$ cat src/rtl/posi_sched.sv
// CTU scheduler: sequences pre-transfer, intra engine and post-transfer per CTU,
// with a one-entry pending buffer for start requests arriving while busy.
`ifndef PIC_X_WIDTH
`define PIC_X_WIDTH 8
`endif

module posi_sched #(
  parameter logic MODE_PRE = 1'b0,
  parameter logic MODE_POS = 1'b1
) (
  input  logic                    clk,
  input  logic                    rstn,
  input  logic                    start_i,
  input  logic [`PIC_X_WIDTH-1:0] ctu_x_i,
  output logic                    done_o,
  output logic                    busy_o,
  output logic                    err_o,
  output logic                    trn_start_o,
  output logic                    trn_mode_o,
  output logic [`PIC_X_WIDTH-1:0] trn_ctu_x_o,
  input  logic                    trn_done_i,
  output logic                    eng_start_o,
  input  logic                    eng_done_i,
  output logic                    ori_sel_o
);

  typedef enum logic [1:0] {IDLE = 2'd0, PRE = 2'd1, ENG = 2'd2, POS = 2'd3} state_t;

  state_t                    state_q, state_d;
  logic [`PIC_X_WIDTH-1:0]   x_q, x_d;
  logic                      pend_vld_q, pend_vld_d;
  logic [`PIC_X_WIDTH-1:0]   pend_x_q, pend_x_d;
  logic                      trn_start_q, trn_start_d;
  logic                      eng_start_q, eng_start_d;
  logic                      done_q, done_d;
  logic                      err_q, err_d;
  logic                      consume;
  logic                      store;

  always_comb begin
    state_d     = state_q;
    x_d         = x_q;
    pend_vld_d  = pend_vld_q;
    pend_x_d    = pend_x_q;
    trn_start_d = 1'b0;
    eng_start_d = 1'b0;
    done_d      = 1'b0;
    err_d       = 1'b0;
    consume     = (state_q == IDLE) && pend_vld_q;
    // A start arriving while a pending entry is being consumed refills the buffer.
    store       = start_i && ((state_q != IDLE) || consume);

    case (state_q)
      IDLE: begin
        if (pend_vld_q) begin
          state_d     = PRE;
          x_d         = pend_x_q;
          trn_start_d = 1'b1;
        end else if (start_i) begin
          state_d     = PRE;
          x_d         = ctu_x_i;
          trn_start_d = 1'b1;
        end
      end
      PRE: begin
        if (trn_done_i) begin
          state_d     = ENG;
          eng_start_d = 1'b1;
        end
      end
      ENG: begin
        if (eng_done_i) begin
          state_d     = POS;
          trn_start_d = 1'b1;
        end
      end
      POS: begin
        if (trn_done_i) begin
          state_d = IDLE;
          done_d  = 1'b1;
        end
      end
      default: state_d = IDLE;
    endcase

    if (consume) begin
      pend_vld_d = 1'b0;
    end
    if (store) begin
      if (pend_vld_q && !consume) begin
        err_d = 1'b1;
      end else begin
        pend_vld_d = 1'b1;
        pend_x_d   = ctu_x_i;
      end
    end
  end

  always_ff @(posedge clk or negedge rstn) begin
    if (!rstn) begin
      state_q     <= IDLE;
      x_q         <= '0;
      pend_vld_q  <= 1'b0;
      pend_x_q    <= '0;
      trn_start_q <= 1'b0;
      eng_start_q <= 1'b0;
      done_q      <= 1'b0;
      err_q       <= 1'b0;
    end else begin
      state_q     <= state_d;
      x_q         <= x_d;
      pend_vld_q  <= pend_vld_d;
      pend_x_q    <= pend_x_d;
      trn_start_q <= trn_start_d;
      eng_start_q <= eng_start_d;
      done_q      <= done_d;
      err_q       <= err_d;
    end
  end

  assign busy_o      = (state_q != IDLE);
  assign ori_sel_o   = (state_q == ENG);
  assign trn_mode_o  = (state_q == POS) ? MODE_POS : MODE_PRE;
  assign trn_ctu_x_o = x_q;
  assign trn_start_o = trn_start_q;
  assign eng_start_o = eng_start_q;
  assign done_o      = done_q;
  assign err_o       = err_q;

endmodule

$ cat config.mk
export PLATFORM = sky130hd
export DESIGN_NAME = posi_sched
export DESIGN_NICKNAME = d
export VERILOG_FILES = /design/src/rtl/posi_sched.sv
export SDC_FILE = /design/constraint.sdc
export NUM_CORES = 1
export LEC_CHECK = 0
export BUFFER_PORTS_ARGS = -buffer_cell sky130_fd_sc_hd__buf_4
export CORE_ASPECT_RATIO = 0.8
export CORE_MARGIN = 3
export CORE_UTILIZATION = 45
export DETAILED_ROUTE_END_ITERATION = 6
export PLACE_DENSITY = 0.73
export SLEW_MARGIN = 20
export SYNTH_ARGS = -nofsm -noshare
export SYNTH_HDL_FRONTEND = slang
export SYNTH_SLANG_ARGS = --single-unit
$ cat constraint.sdc
create_clock -name clk -period 1.6 [get_ports clk]
set_input_delay 0.32 -clock clk [delete_from_list [all_inputs] [get_ports clk]]
set_output_delay 0.32 -clock clk [all_outputs]
set_load 0.02 [all_outputs]
==> results.py <==
metrics = {
    "outcome": {
        "status": "complete, but fails checks",
        "failed_checks": "negative setup slack",
    },
    "layout": {
        "final_util_pct": 67.6,
        "drive_gt1_share_pct": 46.6,
        "fin_area_sq_um": 1360,
        "final_cell_mix": "buf_4 (32), dfrtp_1 (23), nand2_1 (10)",
        "syn_to_final_growth_pct": 34.1,
        "mostFrequentLayoutCell": "buf_4",
        "insertedDiodeCount": 0,
        "nets": 135,
    },
    "drt": {
        "wire_per_inst_microns": 14.2,
        "vias": 708,
        "drc": 0,
        "vias_per_cell": 5.06,
        "dr.pass1.iters": 4,
        "wl_microns": 1990,
        "ant_nets": 0,
        "drtIter0Drc": 9,
    },
    "placement": {
        "postPlaceCellArea_sq_um": 1270,
        "gp_congestion": 0.738,
        "dp_hpwl_microns": 1380,
        "portBuffers": 27,
    },
    "clocking": {
        "cts_tree": "yes",
        "cts.sinks": 23,
        "clockBufferDepth": 2,
        "clk_latency_ns": 0.30,
        "cts-buffers-inserted": 3,
        "htree_levels": 1,
        "clk_pin_slew_worst_paths_ns": 0.12,
        "cts_root_buffer": "clkbuf_4",
    },
    "yosys": {
        "yosys_warnings": 0,
        "syn_avg_cell_area_sq_um": 12.5,
        "synthCells": 81,
        "ys_types": 19,
        "syn_area_sq_um": 1020,
        "ys_seq_area_share_pct": 56.7,
        "syn-num-nets": 99,
        "ys_ff_latch": 23,
    },
    "setup_path": {
        "cpPeakStageDelay_ns": 0.44,
        "rrSetupSlack_ns": -0.004,
        "critical_path.max_fanout": 4,
        "crit_required_ns": 1.28,
        "path_class": "reg -> out",
        "r2r-end": "state_q[1]",
        "end_kind": "primary output",
        "worst_setup_path_start_kind": "flip-flop",
        "r2r_start": "state_q[1]",
        "ff2ff_path_depth": 5,
        "cp-startpoint": "state_q[0]",
        "path_cells": "inv_2, ha_2, buf_4",
        "cp_slowest_cell": "dfrtp_1",
        "endpoint": "ori_sel_o",
        "worstPathArrival_ns": 1.28,
    },
    "floorplan": {
        "placementRows": 14,
        "io_pins": 28,
        "die_y_microns": 48.5,
        "core_sq_um": 2010,
        "die_area_sq_um": 2870,
        "die_w_microns": 59.1,
        "start_util_pct": 50.4,
    },
    "min_path": {
        "timing.hold.worst.class": "in -> reg",
        "holdPathStages": 3,
    },
    "timing": {
        "maxSlewHeadroom_pct": 67.6,
        "fin_skew_ns": 0.00355,
        "whs_ns": 0.222,
        "fmax_mhz": 623,
        "worstMarginPinSlew_ns": 0.482,
        "min_period_over_period_pct": 100,
        "min_period_ns": 1.60,
        "rsz0062_at_grt": "yes",
        "hold_viol_final": 0,
        "setup_tns_ns": -0.00423,
        "setup_viol": 1,
        "drv_slew": 0,
        "layout_setup_ws_ns": -0.00423,
    },
    "pwr": {
        "p_switching_uw": 1100,
        "power.internal_uw": 1750,
        "clockPowerShare_pct": 9.1,
        "pwr-share-comb_pct": 55.2,
        "ir_drop_mv": 1.21,
        "leakage_uw": 0.000696,
        "p_seq_share_pct": 35.7,
        "swShare_pct": 38.7,
        "finalPower_uw": 2850,
        "power_density_nw_per_um2": 2090,
    },
    "global_routing": {
        "antenna_found_initial": 0,
        "grt_overflow": 0,
        "grt.total_usage_pct": 13.7,
        "grt_max_degree": 24,
        "grt_first_pass_wirelength_microns": 3080,
        "grt_pass1_vias": 712,
    },
    "job": {
        "max-cap-violations": 0,
    },
}
-- how the worst min path moves through the flow --
stage	endpoint	startpoint
2_1_floorplan	done_o	rstn
6_report	trn_start_o	eng_done_i
3_3_place_gp	eng_start_o	rstn
3_5_place_dp	done_o	rstn
4_1_cts	trn_start_o	eng_done_i
5_1_grt	trn_start_o	eng_done_i
-- timing repair --
item,CTS,global route
gates resized for setup,2,9
hold endpoints to repair,23,0
hold buffers,1,0
buffers inserted,1,0
pin swaps,0,1
endpoints found under the setup margin,2,12
-- worst max-delay path: cells and delay by family (launching register included) --
| kind | cells | cell delay (ns) |
|---|---|---|
| flops | 1 | 0.44 |
| buf+inv | 2 | 0.29 |
| fa+ha+maj | 1 | 0.25 |
-- metrics by stage --
| step | worst slack (ns) | instances |
|---|---|---|
| finish | -0.00423 | 140 |
| global route | -0.0566 | 140 |
| floorplan | 0.0171 | 81 |
| detailed placement | -0.0119 | 134 |
| CTS | -0.00289 | 140 |
| global placement | 0.0601 | 134 |
-- cells in the mapped netlist, drive strengths merged --
cell	instances	area, sq um
and3	1	6.26
and2	2	12.5
mux2i	8	80.1
nand2	11	43.8
mux2	9	101
o21ai	9	45.0
dfrtp	23	576
o32a	1	10.0
nor2	1	3.75
a221oi	1	15.0
o21ba	1	10.0
buf	2	12.5
ha	5	62.6
xnor2	1	8.76
maj3	1	10.0
inv	5	18.8
-- power groups by stage --
stage	sequential [uW]	clock, uW	combinational, uW
after detailed placement	1020	0	1400
after global placement	1010	0	1360
after global routing	1050	301	1730
final	1020	259	1570
after CTS	1010	272	1450
after floorplan	1150	0	772
-- state kept, by name (all words and copies together) (netlist names) --
register	flops
pend_x_q	8
state_q	2
err_o	1
eng_start_o	1
trn_ctu_x_o	8
done_o	1
trn_start_o	1
pend_vld_q	1
-- kinds of logic (layout without fill, tap and decap cells) --
family / count (synthesis) / count (layout) / share of synthesized area, %
fa+ha+maj: 6 / 6 / 7.14
buf+inv: 7 / 42 / 3.08
mux: 17 / 17 / 17.9
compound gates: 12 / 12 / 7.88
simple gates: 15 / 15 / 6.53
flops: 23 / 23 / 56.7
xor+xnor: 1 / 1 / 0.862
-- per-layer routing --
layer,GRT usage [%],vias to the layer above,wire length [microns],share of wire (%)
li1,-,345,-,-
met3,5.32,2,143,7.2
met5,0,-,0,0
met2,22.8,22,990,50
met1,18.1,339,839,42
met4,0,0,18,0.90
-- cell type report --
cell class / instances / area (sq um)
clock inverters: 1 / 5.00
multi-input cells: 51 / 460
well taps: 24 / 30.0
inverters: 5 / 18.8
flip-flops and latches: 23 / 576
repair buffers: 33 / 250
fillers: 152 / 652
clock buffers: 3 / 22.5
(Power assumes the default switching activity.)
